===== config.mk =====
export PLATFORM = sky130hd
export DESIGN_NAME = tl_latency_monitor
export DESIGN_NICKNAME = d
export VERILOG_FILES = /design/src/rtl/tl_mon_pkg.sv /design/src/rtl/tl_outstanding_table.sv /design/src/rtl/tl_latency_monitor.sv
export SDC_FILE = /design/constraint.sdc
export NUM_CORES = 1
export LEC_CHECK = 0
export BUFFER_PORTS_ARGS = -buffer_cell sky130_fd_sc_hd__buf_2
export CELL_PAD_IN_SITES_DETAIL_PLACEMENT = 1
export CELL_PAD_IN_SITES_GLOBAL_PLACEMENT = 1
export CORE_MARGIN = 8
export CORE_UTILIZATION = 42
export DETAILED_ROUTE_END_ITERATION = 6
export PLACE_DENSITY_LB_ADDON = 0.15
export SLEW_MARGIN = 0
export SYNTH_ARGS = -nofsm -noshare
export SYNTH_HDL_FRONTEND = slang
export SYNTH_SLANG_ARGS = --single-unit

===== constraint.sdc =====
create_clock -name clock -period 4.85 [get_ports clock]
set_input_delay 0.97 -clock clock [delete_from_list [all_inputs] [get_ports clock]]
set_output_delay 0.97 -clock clock [all_outputs]
set_load 0.01 [all_outputs]

===== src/rtl/tl_mon_pkg.sv =====
// Shared definitions for the TileLink latency monitor: A/D channel opcode
// encodings and the per-source outstanding-table entry layout.
// Latency: n/a (types only). Backpressure: n/a.
package tl_mon_pkg;

    // A-channel opcodes
    typedef enum logic [2:0] {
        A_PUT_FULL_DATA    = 3'd0,
        A_PUT_PARTIAL_DATA = 3'd1,
        A_ARITHMETIC_DATA  = 3'd2,
        A_LOGICAL_DATA     = 3'd3,
        A_GET              = 3'd4,
        A_INTENT           = 3'd5,
        A_ACQUIRE_BLOCK    = 3'd6,
        A_ACQUIRE_PERM     = 3'd7
    } a_opcode_e;

    // D-channel opcodes
    typedef enum logic [2:0] {
        D_ACCESS_ACK      = 3'd0,
        D_ACCESS_ACK_DATA = 3'd1,
        D_HINT_ACK        = 3'd2,
        D_GRANT           = 3'd4,
        D_GRANT_DATA      = 3'd5,
        D_RELEASE_ACK     = 3'd6
    } d_opcode_e;

    // Widest timestamp an entry can carry; the monitor's CNT_W must not
    // exceed it. Narrower counters store zero-extended stamps.
    localparam int TS_MAX_W = 32;

    typedef struct packed {
        logic                vld;
        logic [TS_MAX_W-1:0] ts;
    } tbl_entry_t;

endpackage


===== src/rtl/tl_outstanding_table.sv =====
// Per-source valid/timestamp table with one allocate, one retire and one scan port.
// Latency: reads are combinational, updates land on the next clock edge.
// Backpressure: none; every enabled allocate/retire is accepted the same cycle.
//
// Ports: clock/reset (async active-high); alloc_en/idx/ts + alloc_hit (entry
// already valid); retire_en/idx + retire_hit/retire_ts; scan_idx ->
// scan_vld/scan_ts; outstanding = live entry count.
// A retire and an allocate to the same index in one cycle behave as retire
// first, then allocate.
module tl_outstanding_table
    import tl_mon_pkg::*;
#(
    parameter int SRC_W = 2,
    parameter int CNT_W = 16
) (
    input  logic             clock,
    input  logic             reset,
    input  logic             alloc_en,
    input  logic [SRC_W-1:0] alloc_idx,
    input  logic [CNT_W-1:0] alloc_ts,
    output logic             alloc_hit,
    input  logic             retire_en,
    input  logic [SRC_W-1:0] retire_idx,
    output logic             retire_hit,
    output logic [CNT_W-1:0] retire_ts,
    input  logic [SRC_W-1:0] scan_idx,
    output logic             scan_vld,
    output logic [CNT_W-1:0] scan_ts,
    output logic [SRC_W:0]   outstanding
);

    localparam int DEPTH = 1 << SRC_W;
    localparam int OW    = SRC_W + 1;

    tbl_entry_t tbl [DEPTH];
    logic       alloc_new;

    assign alloc_hit  = tbl[alloc_idx].vld;
    assign retire_hit = retire_en && tbl[retire_idx].vld;
    assign retire_ts  = CNT_W'(tbl[retire_idx].ts);
    assign scan_vld   = tbl[scan_idx].vld;
    assign scan_ts    = CNT_W'(tbl[scan_idx].ts);

    // An allocate only adds a live entry if the slot is free after this
    // cycle's retire (same-index retire frees it first).
    assign alloc_new = alloc_en &&
                       !(alloc_hit && !(retire_hit && (retire_idx == alloc_idx)));

    always_ff @(posedge clock or posedge reset) begin
        if (reset) begin
            for (int i = 0; i < DEPTH; i++) begin
                tbl[i] <= '0;
            end
            outstanding <= '0;
        end else begin
            if (retire_hit) begin
                tbl[retire_idx].vld <= 1'b0;
            end
            // Later assignment wins, so allocate overrides a same-index retire.
            if (alloc_en) begin
                tbl[alloc_idx].vld <= 1'b1;
                tbl[alloc_idx].ts  <= TS_MAX_W'(alloc_ts);
            end
            outstanding <= outstanding + OW'(alloc_new) - OW'(retire_hit);
        end
    end

endmodule


===== src/rtl/tl_latency_monitor.sv =====
// TileLink A->D latency monitor: per-source timestamps, latency stats, sticky protocol errors.
// Latency: stats/lat_valid update one cycle after the retiring D fire; errors one cycle after the event.
// Backpressure: passive observer; never stalls either channel, only counts fires.
//
// Ports: clock, reset (async active-high), hartid (log tag), clear (sync stats
// clear); A channel a_valid/a_ready/a_opcode/a_source/a_address; D channel
// d_valid/d_ready/d_opcode/d_source/d_denied/d_corrupt; outputs outstanding,
// lat_valid, last_latency, max_latency, txn_count, denied_count, orphan_err,
// dup_err, timeout_err, timeout_src.
// Optional build macro TL_LATENCY_MONITOR_LOG_EN adds simulation logging of
// fires and first error occurrences; register behaviour is identical either way.
module tl_latency_monitor
    import tl_mon_pkg::*;
#(
    parameter int SRC_W   = 2,
    parameter int ADDR_W  = 32,
    parameter int CNT_W   = 16,
    parameter int TIMEOUT = 1024
) (
    input  logic              clock,
    input  logic              reset,
    input  logic [1:0]        hartid,
    input  logic              clear,
    input  logic              a_valid,
    input  logic              a_ready,
    input  logic [2:0]        a_opcode,
    input  logic [SRC_W-1:0]  a_source,
    input  logic [ADDR_W-1:0] a_address,
    input  logic              d_valid,
    input  logic              d_ready,
    input  logic [2:0]        d_opcode,
    input  logic [SRC_W-1:0]  d_source,
    input  logic              d_denied,
    input  logic              d_corrupt,
    output logic [SRC_W:0]    outstanding,
    output logic              lat_valid,
    output logic [CNT_W-1:0]  last_latency,
    output logic [CNT_W-1:0]  max_latency,
    output logic [CNT_W-1:0]  txn_count,
    output logic [CNT_W-1:0]  denied_count,
    output logic              orphan_err,
    output logic              dup_err,
    output logic              timeout_err,
    output logic [SRC_W-1:0]  timeout_src
);

    localparam logic [CNT_W-1:0] TIMEOUT_C = CNT_W'(TIMEOUT);

    logic [CNT_W-1:0] cycle_cnt;
    logic [SRC_W-1:0] scan_ptr;

    logic             a_fire;
    logic             d_fire;
    logic             alloc_hit;
    logic             retire_hit;
    logic [CNT_W-1:0] retire_ts;
    logic             scan_vld;
    logic [CNT_W-1:0] scan_ts;
    logic [CNT_W-1:0] latency;
    logic [CNT_W-1:0] scan_age;
    logic             orphan_evt;
    logic             dup_evt;
    logic             denied_evt;
    logic             timeout_evt;

    function automatic logic [CNT_W-1:0] sat_inc(input logic [CNT_W-1:0] v);
        return (v == '1) ? v : v + CNT_W'(1);
    endfunction

    assign a_fire = a_valid && a_ready;
    // ReleaseAck answers a C-channel Release, not an A request: ignore it.
    assign d_fire = d_valid && d_ready && (d_opcode != D_RELEASE_ACK);

    tl_outstanding_table #(
        .SRC_W (SRC_W),
        .CNT_W (CNT_W)
    ) u_table (
        .clock       (clock),
        .reset       (reset),
        .alloc_en    (a_fire),
        .alloc_idx   (a_source),
        .alloc_ts    (cycle_cnt),
        .alloc_hit   (alloc_hit),
        .retire_en   (d_fire),
        .retire_idx  (d_source),
        .retire_hit  (retire_hit),
        .retire_ts   (retire_ts),
        .scan_idx    (scan_ptr),
        .scan_vld    (scan_vld),
        .scan_ts     (scan_ts),
        .outstanding (outstanding)
    );

    // Modular differences stay correct across counter wrap; an entry older
    // than 2^CNT_W cycles aliases to a younger age.
    assign latency  = cycle_cnt - retire_ts;
    assign scan_age = cycle_cnt - scan_ts;

    assign orphan_evt  = d_fire && !retire_hit;
    // Same-source A+D retires first, so the re-allocation is not a duplicate.
    assign dup_evt     = a_fire && alloc_hit && !(d_fire && (d_source == a_source));
    assign denied_evt  = d_fire && (d_denied || d_corrupt);
    assign timeout_evt = scan_vld && (scan_age > TIMEOUT_C);

    always_ff @(posedge clock or posedge reset) begin
        if (reset) begin
            cycle_cnt <= '0;
            scan_ptr  <= '0;
        end else begin
            cycle_cnt <= cycle_cnt + CNT_W'(1);
            scan_ptr  <= scan_ptr + SRC_W'(1);
        end
    end

    // Clear zeroes first; an event in the same cycle is then applied on top
    // of the cleared value, so it is never lost.
    always_ff @(posedge clock or posedge reset) begin
        if (reset) begin
            lat_valid    <= 1'b0;
            last_latency <= '0;
            max_latency  <= '0;
            txn_count    <= '0;
            denied_count <= '0;
            orphan_err   <= 1'b0;
            dup_err      <= 1'b0;
            timeout_err  <= 1'b0;
            timeout_src  <= '0;
        end else begin
            lat_valid <= retire_hit;
            if (clear) begin
                last_latency <= '0;
                max_latency  <= '0;
                txn_count    <= '0;
                denied_count <= '0;
                orphan_err   <= 1'b0;
                dup_err      <= 1'b0;
                timeout_err  <= 1'b0;
                timeout_src  <= '0;
            end
            if (retire_hit) begin
                last_latency <= latency;
                if (clear || (latency > max_latency)) begin
                    max_latency <= latency;
                end
                txn_count <= clear ? CNT_W'(1) : sat_inc(txn_count);
            end
            if (denied_evt) begin
                denied_count <= clear ? CNT_W'(1) : sat_inc(denied_count);
            end
            if (orphan_evt) begin
                orphan_err <= 1'b1;
            end
            if (dup_evt) begin
                dup_err <= 1'b1;
            end
            if (timeout_evt) begin
                timeout_err <= 1'b1;
                if (clear || !timeout_err) begin
                    timeout_src <= scan_ptr;
                end
            end
        end
    end

`ifdef TL_LATENCY_MONITOR_LOG_EN
    always @(posedge clock) begin
        if (!reset) begin
            if (a_fire) begin
                $display("[tl_mon h%0d] INFO A op=%0d src=%0d addr=%h",
                         hartid, a_opcode, a_source, a_address);
            end
            if (d_fire) begin
                $display("[tl_mon h%0d] INFO D op=%0d src=%0d lat=%0d",
                         hartid, d_opcode, d_source, latency);
            end
            if (orphan_evt && !orphan_err) begin
                $display("[tl_mon h%0d] ERROR orphan D src=%0d", hartid, d_source);
            end
            if (dup_evt && !dup_err) begin
                $display("[tl_mon h%0d] ERROR duplicate A src=%0d", hartid, a_source);
            end
            if (timeout_evt && !timeout_err) begin
                $display("[tl_mon h%0d] ERROR timeout src=%0d", hartid, scan_ptr);
            end
            if (d_fire && d_denied && d_corrupt) begin
                $display("[tl_mon h%0d] ERROR denied+corrupt D src=%0d", hartid, d_source);
            end
        end
    end
`else
    // Log-only inputs have no function in a non-logging build.
    logic unused_ok;
    assign unused_ok = ^{hartid, a_opcode, a_address};
`endif

endmodule


==> results.py, run 1 <==
metrics = {
    "cts": {
        "htreeDepth": 4,
        "clock_path_buffers": 2,
        "cts_buffers": 17,
        "cts_hold_buf": 0,
        "cts_root_buffer": "clkbuf_16",
        "cts_tree": "done",
        "clk-insertion-delay-late_ns": 0.43,
        "clock-sinks": 159,
        "cts.clk_slew.worst_paths_ns": 0.07,
    },
    "yosys": {
        "yosysTopAreaCell": "dfrtp_1",
        "synth_nets": 983,
        "synth_common_cells": "159 x dfrtp_1, 80 x inv_1, 66 x nand2_1",
        "synth_top_area_share_pct": 42.6,
        "syn_inst": 875,
        "yosysWarnings": 0,
        "synth_area_leaders": "dfrtp_1 43%, mux4_2 8.2%, ha_1 7.0%",
        "synth-seq-area-share_pct": 42.6,
        "synth_area_mm2": 0.00934,
        "netlist-cell-type-count": 66,
        "syn_avg_cell_area_um2": 10.7,
        "synth_most_common_cell": "dfrtp_1",
        "ys.flop_type": "dfrtp_1",
        "ys_ff_latch": 159,
        "async_reset_ff_share_pct": 100,
        "synth-edff-count": 0,
    },
    "cells_and_area": {
        "insertedDiodeCount": 0,
        "final_nets": 1130,
        "utilization_pct": 51.2,
        "final_area_mm2": 0.0112,
        "synthToLayoutAreaGrowth_pct": 19.6,
        "drive_above_1_share_pct": 28.9,
    },
    "global_routing": {
        "grt.total_usage_pct": 19.6,
        "antenna_found_initial": 0,
        "grt_pass1_wl_um": 41900,
        "grt_overflow": 0,
        "grt_max_degree": 160,
        "first_global_vias": 7711,
    },
    "setup_path": {
        "criticalPathCategory": "in2reg",
        "crit_required_ns": 5.19,
        "r2r_end": "max_latency[10]",
        "setup.reg_to_reg.worst_slack_ns": 0.59,
        "endpoint_kind": "flop",
        "startpoint": "d_source[0]",
        "worstPathMaxFanout": 16,
        "crit_path_end": "max_latency[10]",
        "crit_arrival_ns": 4.98,
        "r2r_start": "u_table.tbl[34]",
        "critPathLaunchType": "input pin",
        "reg2reg_depth": 17,
    },
    "pwr": {
        "p_leak_nw": 5.41,
        "peakVddDrop_mv": 0.197,
        "combPwrFrac_pct": 28.7,
        "cellInternalPower_mw": 2.65,
        "p_switching_mw": 1.28,
        "p_clk_share_pct": 32.1,
        "swShare_pct": 32.5,
        "total_power_mw": 3.93,
        "p_seq_share_pct": 39.2,
        "p_per_area_mw_per_mm2": 352,
    },
    "sta": {
        "fmax_mhz": 216,
        "final.min_clock_period_ns": 4.63,
        "finalHoldViolations": 0,
        "drv_slew": 0,
        "period_share_pct": 95.5,
        "maxSlewHeadroom_pct": 32.6,
        "whs_ns": 0.478,
        "tightest_slew_ns": 1.01,
        "fin_skew_ns": 0.0145,
        "rsz0062_at_grt": "false",
        "setup_viol": 0,
    },
    "die": {
        "row_count": 54,
        "coreArea_mm2": 0.0218,
        "die_w_um": 165,
        "die_y_um": 165,
        "die-area_mm2": 0.0273,
        "pin_count": 126,
        "initial_core_util_pct": 42.8,
    },
    "route": {
        "wl_per_cell_um": 19.4,
        "route.detailed.drc": 0,
        "ant_nets": 0,
        "wl_um": 25500,
        "num_vias": 7220,
        "vias_per_cell": 5.49,
        "first_pass_iters": 4,
        "initialDrtViolationCount": 313,
    },
    "placement": {
        "place_area_mm2": 0.0106,
        "port_buffers": 88,
        "post-dp-hpwl_um": 18300,
        "gp_congestion": 0.790,
    },
    "min_path": {
        "holdCritPathClass": "reg2reg",
    },
    "outcome": {
        "status": "finished clean",
    },
    "job": {
        "max_cap_viol_count": 0,
    },
}
## final cells by class
class                           instances  area, um^2
Fill cell                            2458       10700
Inverter                               80         304
Multi-Input combinational cell        604        4990
Sequential cell                       159        3980
Tap cell                              280         350
Clock inverter                         13         104
Timing Repair Buffer                  160        1010
Clock buffer                           19         433
## through the flow
| step | TNS, ns | cells | setup WS, ns |
|---|---|---|---|
| floorplan | 0 | 875 | 0.0255 |
| global placement | -6.43 | 1281 | -0.441 |
| detailed placement | -8.33 | 1281 | -0.569 |
| CTS | 0 | 1313 | 0.0387 |
| global route | 0 | 1315 | 0.00891 |
| finish | 0 | 1315 | 0.218 |
## per-layer routing
metal,share of wire [%],global-route usage [%],up-vias
li1,-,-,3420
met1,47,26.3,3676
met2,49,32.6,112
met3,4.1,3.32,12
met4,0.72,4.46,0
met5,0,0,-
## placed cells by master, fill, tap and decap left out, types with 7 or more instances in the layout
cell and count:
mux2_2 56, nand4_1 14, xor2_1 29, a21oi_1 25, nor2_1 51, nand2b_1 7, nand2_1 66, dfrtp_1 159
clkbuf_16 17, o21ai_0 39, buf_4 70, nor3_1 20, and3_1 10, and2_1 7, a21o_1 14, xnor2_1 33
ha_1 52, nand3_1 38, buf_2 86, inv_1 79, mux4_2 34, mux2i_1 8
## power groups by stage
stage | sequential [mW] | clock, mW | combinational, mW
after CTS | 1.54 | 1.31 | 1.12
after detailed placement | 1.56 | 0 | 1.11
after floorplan | 1.57 | 0 | 0.644
after global routing | 1.56 | 1.36 | 1.26
final | 1.54 | 1.26 | 1.13
after global placement | 1.56 | 0 | 1.08
## cells by family (layout without fill, tap and decap cells)
family | Yosys count | after routing | synth area share (%)
buf+inv | 112 | 272 | 4.68
flops | 159 | 159 | 42.6
compound gates | 143 | 143 | 10.4
xor+xnor | 63 | 63 | 5.99
simple gates | 244 | 244 | 12.6
mux | 99 | 99 | 16.1
fa+ha+maj | 55 | 55 | 7.61
## worst max-delay path: stages
cell      delay [ns]
buf_4           0.17
mux4_2          0.51
inv_1           0.09
ha_1            0.23
nor2b_1         0.15
o31ai_2         0.32
a211oi_2        0.17
o311ai_2        0.33
a311oi_2        0.15
xor2_1          0.19
ha_1            0.30
nand2_1         0.11
buf_4           0.15
o41ai_1         0.39
o31a_1          0.24
a21o_1          0.14
buf_12          0.16
mux2i_1         0.18
## how the worst min path moves through the flow
stage | start | to | slack [ns] | cells after the start
2_1_floorplan | u_table.tbl[33] | u_table.tbl[33] | 0.46 | 2
3_3_place_gp | u_table.outstanding[2] | u_table.outstanding[2] | 0.46 | 1
3_5_place_dp | u_table.outstanding[2] | u_table.outstanding[2] | 0.47 | 1
4_1_cts | u_table.outstanding[2] | u_table.outstanding[2] | 0.48 | 1
5_1_grt | last_latency[8] | last_latency[8] | 0.51 | 2
6_report | u_table.outstanding[2] | u_table.outstanding[2] | 0.48 | 1
## state kept, by name, indices dropped and copies added, names as in the netlist, 2 cells and up
signal / count
u_table.tbl: 68
cycle_cnt: 16
denied_count: 16
last_latency: 16
max_latency: 16
txn_count: 16
u_table.outstanding: 3
scan_ptr: 2
timeout_src: 2
## repair_timing
| item | in CTS | in global routing |
|---|---|---|
| pin swaps | 0 | 5 |
| setup buffers | 0 | 2 |
| endpoints found under the setup margin | 16 | 16 |
| gates resized for setup | 4 | 13 |
Note: power is estimated with default switching activity, not from simulation.
==> run 2: changes to the inputs <==
--- a/config.mk
+++ b/config.mk
@@ -9,7 +9,8 @@
 export CELL_PAD_IN_SITES_DETAIL_PLACEMENT = 1
 export CELL_PAD_IN_SITES_GLOBAL_PLACEMENT = 1
 export CORE_MARGIN = 8
-export CORE_UTILIZATION = 42
+export CORE_UTILIZATION = 43
+export CTS_BUF_LIST = sky130_fd_sc_hd__clkbuf_8
 export DETAILED_ROUTE_END_ITERATION = 6
 export PLACE_DENSITY_LB_ADDON = 0.15
 export SLEW_MARGIN = 0
==> constraint.sdc (replaced) <==
create_clock -name clock -period 4.85 [get_ports clock]
set_input_delay 0 -clock clock [delete_from_list [all_inputs] [get_ports clock]]
set_output_delay 0 -clock clock [all_outputs]
set_load 0.01 [all_outputs]
==> run 2 against run 1 <==
  * Global-route usage is 0.34 points lower
  * Register-to-register slack worse by 0.15 ns
  * Critical path depth is 1 higher
  * Die area is 2.1% lower
  * Sequential share of layout area is 2.1 points higher
  * First-iteration DRC count is 8.3% higher
  * Largest cell class unchanged
==> results.py, run 2 (synthesis results as in run 1) <==
metrics = {
    "route": {
        "ant_nets": 0,
        "wl_per_cell_um": 19.4,
        "route.detailed.drc": 0,
        "initialDrtViolationCount": 339,
        "wl_um": 24500,
        "vias_per_cell": 5.56,
        "first_pass_iters": 4,
        "num_vias": 7016,
    },
    "pwr": {
        "p_switching_mw": 1.20,
        "p_seq_share_pct": 44.0,
        "swShare_pct": 34.3,
        "peakVddDrop_mv": 0.186,
        "p_leak_nw": 5.08,
        "p_per_area_mw_per_mm2": 330,
        "combPwrFrac_pct": 28.2,
        "total_power_mw": 3.48,
        "cellInternalPower_mw": 2.29,
        "p_clk_share_pct": 27.8,
    },
    "setup_path": {
        "crit_chain": "mux4_2 -> inv_1 -> ha_1 -> a211oi_1 -> a21oi_1 -> o21ai_0 -> o21bai_1 -> a21oi_1 -> xor2_2 -> inv_1 -> ha_1 -> nand2_1 -> nor4_2 -> o21ai_0 -> a21oi_1 -> o31a_1 -> a21o_1 -> buf_12 -> mux2i_1",
        "crit_required_ns": 5.23,
        "cpMostUsedCell": "a21oi_1",
        "reg2reg_depth": 19,
        "r2r_start": "u_table.tbl[3]",
        "worstPathMaxFanout": 16,
        "setup.reg_to_reg.worst_slack_ns": 0.44,
        "r2r_end": "max_latency[0]",
        "crit_slowest_cell": "mux4_2",
        "critPathLaunchType": "flop",
        "critPathMaxStageDelay_ns": 0.51,
        "crit_arrival_ns": 4.79,
        "criticalPathCategory": "reg2reg",
        "endpoint_kind": "flop",
    },
    "sta": {
        "setup_viol": 0,
        "fin_setup_tns_ns": 0,
        "fin_skew_ns": 0.0181,
        "fmax_mhz": 227,
        "final.min_clock_period_ns": 4.41,
        "period_share_pct": 90.8,
        "maxSlewHeadroom_pct": 26.6,
        "drv_slew": 0,
        "finalHoldViolations": 0,
        "rsz0062_at_grt": "false",
        "tightest_slew_ns": 1.10,
    },
    "cts": {
        "clk-insertion-delay-late_ns": 0.47,
        "htreeDepth": 4,
        "clock_path_buffers": 2,
        "clock-sinks": 159,
        "cts_tree": "done",
        "cts.clk_slew.worst_paths_ns": 0.10,
        "cts_buffers": 17,
        "cts_root_buffer": "clkbuf_8",
    },
    "cells_and_area": {
        "synthToLayoutAreaGrowth_pct": 13.1,
        "utilization_pct": 49.0,
        "insertedDiodeCount": 0,
        "final_common_cell": "dfrtp_1",
        "mostFrequentLayoutCells": "159 x dfrtp_1, 88 x buf_2, 79 x inv_1",
        "top_register": "u_table.tbl",
        "largest_reg_flops": 68,
        "final_nets": 1079,
        "drive_above_1_share_pct": 24.2,
    },
    "job": {
        "max_cap_viol_count": 0,
    },
    "die": {
        "die_w_um": 163,
        "row_count": 54,
        "die-area_mm2": 0.0267,
        "coreArea_mm2": 0.0216,
        "pin_count": 126,
        "die_y_um": 163,
        "initial_core_util_pct": 43.3,
    },
    "outcome": {
        "status": "finished clean",
    },
    "placement": {
        "port_buffers": 88,
        "gp_congestion": 0.788,
        "post-dp-hpwl_um": 17900,
    },
    "global_routing": {
        "grt_max_degree": 57,
        "antenna_found_initial": 0,
        "first_global_vias": 7444,
        "grt_overflow": 0,
        "grt.total_usage_pct": 19.2,
        "grt_pass1_wl_um": 40800,
    },
    "min_path": {
        "min-delay-start": "d_denied",
        "hold_depth": 4,
        "holdCritPathClass": "in2reg",
        "min_to": "denied_count[0]",
    },
}
==> run 2: changes by cell type in the layout (fill, tap and decap cells not counted), sizes merged <==
cell         change
buf             -53
clkbuf           -3
dlygate4sd3      +3
clkinvlp         -2
bufinv           +1
clkinv           +1
inv              +1
==> run 2: timing repair <==
item	CTS	global route
hold endpoints to repair	55	0
setup endpoints to repair	0	16
buffers inserted	0	0
hold buffers	3	0
resized for setup	0	3
==> run 2: metal layers <==
metal	track usage (%)	up-vias	share of wire [%]
met3	3.76	15	4.0
met5	0	-	0
met2	31.3	100	48
li1	-	3320	-
met1	26.1	3581	48
met4	4.21	0	0.66
==> run 2: worst max-delay path, delay by kind of cell (launching register included) <==
| kind | cells | cell delay, ns |
|---|---|---|
| buffers and inverters | 3 | 0.33 |
| adders and majority gates | 2 | 0.56 |
| muxes | 2 | 0.70 |
| and+or+nand+nor | 2 | 0.38 |
| DFF | 1 | 0.40 |
| AOI/OAI and AO/OA | 9 | 1.69 |
| xor gates and xnor gates | 1 | 0.26 |
==> run 2: power by group through the flow <==
stage / registers, mW / clock network [mW] / logic, mW
5_1_grt: 1.55 / 1.05 / 1.10
3_3_place_gp: 1.55 / 0 / 0.963
3_5_place_dp: 1.56 / 0 / 0.980
6_report: 1.53 / 0.968 / 0.980
2_1_floorplan: 1.57 / 0 / 0.633
4_1_cts: 1.53 / 1.00 / 0.992
==> run 2: cell type report <==
type                            instances  area (um^2)
Clock buffer                           17          234
Clock inverter                         14          134
Fill cell                            2413        11000
Inverter                               80          305
Multi-Input combinational cell        604         4940
Sequential cell                       159         3980
Tap cell                              280          350
Timing Repair Buffer                  109          618
==> run 2: per-stage QoR <==
stage | setup WS [ns] | instance area [um^2] | instances | hold slack, ns
2_1_floorplan | 0.218 | 9340 | 875 | 0.162
3_3_place_gp | 0.394 | 10200 | 1229 | 0.105
3_5_place_dp | 0.337 | 10200 | 1229 | 0.109
4_1_cts | 0.280 | 10500 | 1263 | 0.0162
5_1_grt | 0.0612 | 10600 | 1263 | 0.0304
6_report | 0.445 | 10600 | 1263 | 0.0192
==> run 2: how the worst max path moves through the flow <==
stage,start,end,depth (start not counted)
after floorplan,d_source[0],max_latency[0],20
after global placement,u_table.tbl[1],max_latency[0],18
after detailed placement,u_table.tbl[1],max_latency[10],18
after CTS,u_table.tbl[1],max_latency[0],18
after global routing,u_table.tbl[101],max_latency[0],18
final,u_table.tbl[3],max_latency[0],19
==> run 3: changes to the inputs <==
==> constraint.sdc (replaced) <==
create_clock -name clock -period 3.8 [get_ports clock]
set_input_delay 0 -clock clock [delete_from_list [all_inputs] [get_ports clock]]
set_output_delay 0 -clock clock [all_outputs]
set_load 0.01 [all_outputs]
==> run 3 against run 2 <==
  * The flow now finishes with violations (setup timing)
  * Hold slack improved by 0.089 ns
  * Combinational power is 67% higher
  * Design area is 10% higher
  * Sequential share of layout area is 3.4 points lower
  * Non-clock buffer count is 91 higher
  * Register-to-register slack got worse by 0.67 ns
  * Cell count is 7.4% higher
  * Total power up 45%
  * Critical path type unchanged
==> results.py, run 3 (synthesis results as in run 1) <==
metrics = {
    "sta": {
        "maxSlewHeadroom_pct": 22.8,
        "drv_slew": 0,
        "fmax_mhz": 249,
        "setup_viol": 16,
        "final.min_clock_period_ns": 4.02,
        "finalHoldViolations": 0,
        "fin_setup_tns_ns": -3.04,
        "setup_ws_ns": -0.222,
        "fin_skew_ns": 0.0136,
        "period_share_pct": 106,
        "whs_ns": 0.108,
        "rsz0062_at_grt": "true",
        "tightest_slew_ns": 1.15,
    },
    "route": {
        "ant_nets": 0,
        "num_vias": 7420,
        "wl_per_cell_um": 19.7,
        "vias_per_cell": 5.47,
        "route.detailed.drc": 0,
        "initialDrtViolationCount": 390,
        "wl_um": 26700,
        "first_pass_iters": 4,
    },
    "setup_path": {
        "worstPathMaxFanout": 7,
        "cp_top_family": "compound AO/OA/AOI/OAI gates",
        "endpoint_kind": "flop",
        "critPathLaunchType": "flop",
        "crit_slowest_cell": "mux4_2",
        "critPathBufInv": 2,
        "crit_chain": "mux4_2 -> inv_2 -> ha_4 -> nor2b_4 -> o31ai_4 -> a211oi_2 -> o311ai_2 -> a311oi_2 -> xor2_1 -> ha_1 -> nand2_2 -> nor4_4 -> o21ai_1 -> a21oi_1 -> o31a_1 -> buf_6 -> nor3_1 -> a21o_1",
        "crit_arrival_ns": 4.39,
        "criticalPathCategory": "reg2reg",
        "setup.reg_to_reg.worst_slack_ns": -0.22,
        "crit_required_ns": 4.17,
        "critPathMaxStageDelay_ns": 0.47,
    },
    "global_routing": {
        "first_global_vias": 7931,
        "busiest_layer": "met2",
        "grt_max_degree": 160,
        "use_met3_pct": 3.65,
        "met1_usage_pct": 27.3,
        "grt_overflow": 0,
        "grt_pass1_wl_um": 43500,
        "antenna_found_initial": 0,
        "use_met2_pct": 33.9,
        "grt.total_usage_pct": 20.6,
    },
    "outcome": {
        "status": "finished, violations left",
        "violations": "setup timing",
    },
    "cells_and_area": {
        "drive_above_1_share_pct": 34.4,
        "largest_reg_flops": 68,
        "insertedDiodeCount": 0,
        "fill_cells": 2416,
        "final_cell_count_no_fill": 1356,
        "top_register": "u_table.tbl",
        "synthToLayoutAreaGrowth_pct": 24.4,
        "final_nets": 1171,
        "mostFrequentLayoutCells": "157 x dfrtp_1, 103 x buf_4, 88 x buf_2",
        "final_common_cell": "dfrtp_1",
    },
    "placement": {
        "port_buffers": 88,
        "gp_congestion": 0.842,
        "placed_cells": 1302,
        "post-dp-hpwl_um": 19200,
    },
    "cts": {
        "cts_tree": "done",
        "clk-insertion-delay-late_ns": 0.47,
        "htreeDepth": 4,
        "cts_root_buffer": "clkbuf_8",
        "cts_buffers": 17,
        "clock_path_buffers": 2,
        "clock-sinks": 159,
        "cts.clk_slew.worst_paths_ns": 0.10,
    },
    "die": {
        "die-area_mm2": 0.0267,
        "initial_core_util_pct": 43.3,
        "row_count": 54,
        "die_w_um": 163,
        "die_y_um": 163,
        "pin_count": 126,
        "coreArea_mm2": 0.0216,
    },
    "job": {
        "max_cap_viol_count": 0,
    },
    "pwr": {
        "p_leak_nw": 5.62,
        "peakVddDrop_mv": 0.216,
        "p_per_area_mw_per_mm2": 435,
    },
    "min_path": {
        "holdCritPathClass": "in2reg",
    },
}
-- run 3: cell type report --
type / count / area, um^2 / share of cell area (%)
clock buffer: 17 / 234 / 2.01
clock inverter: 15 / 220 / 1.90
inverter: 80 / 307 / 2.64
multi-input combinational: 605 / 5200 / 44.8
sequential: 159 / 3980 / 34.3
tap: 280 / 350 / 3.02
timing repair buffer: 200 / 1330 / 11.4
-- run 3: through the flow --
step                      util (%)  cell area [um^2]  setup WS [ns]  power [mW]
after CTS                     53.2             11500         -0.155        5.03
after global placement        49.9             10800         -0.192        3.41
after detailed placement      49.9             10800         -0.248        3.45
final                         53.9             11600         -0.222        5.06
after global routing          53.9             11600         -0.381        5.34
after floorplan                  -              9420        0.00523        2.86
-- run 3: where the power goes --
group / switching [mW] / internal (mW)
sequential: 0.112 / 1.84
combinational: 0.844 / 0.793
clock: 0.724 / 0.738
total: 1.68 / 3.37
-- run 3: worst paths after layout --
path,from,end,cells after the start
setup / recovery,u_table.tbl[1],max_latency[5],18
hold / removal,d_ready,orphan_err,4
setup reg to reg,u_table.tbl[1],max_latency[5],18
hold reg to reg,last_latency[12],last_latency[12],2
max in group asynchronous,reset,scan_ptr[0],4
min in group asynchronous,reset,u_table.tbl[69],4
-- run 3: worst register-to-register path, stage by stage, from the launching register on --
cell,delay [ns]
dfrtp_1,0.38
mux4_2,0.47
inv_2,0.09
ha_4,0.19
nor2b_4,0.13
o31ai_4,0.26
a211oi_2,0.13
o311ai_2,0.34
a311oi_2,0.16
xor2_1,0.18
ha_1,0.32
nand2_2,0.08
nor4_4,0.27
o21ai_1,0.11
a21oi_1,0.13
o31a_1,0.28
buf_6,0.18
nor3_1,0.05
a21o_1,0.18
-- run 3: timing repair --
item                                    CTS  global route
buffers inserted                          8             7
pin swaps                                 8            19
hold buffers                              6             0
endpoints found under the setup margin   17            18
hold endpoints to repair                163             0
cloned                                    1             0
gates resized for setup                  23            21
-- run 3: metal layers --
layer | part of all wire (%) | routed length (um) | vias up
li1 | - | - | 3511
met1 | 46 | 12400 | 3778
met2 | 49 | 13000 | 102
met3 | 3.3 | 886 | 29
met4 | 1.7 | 441 | 0
met5 | 0 | 0 | -
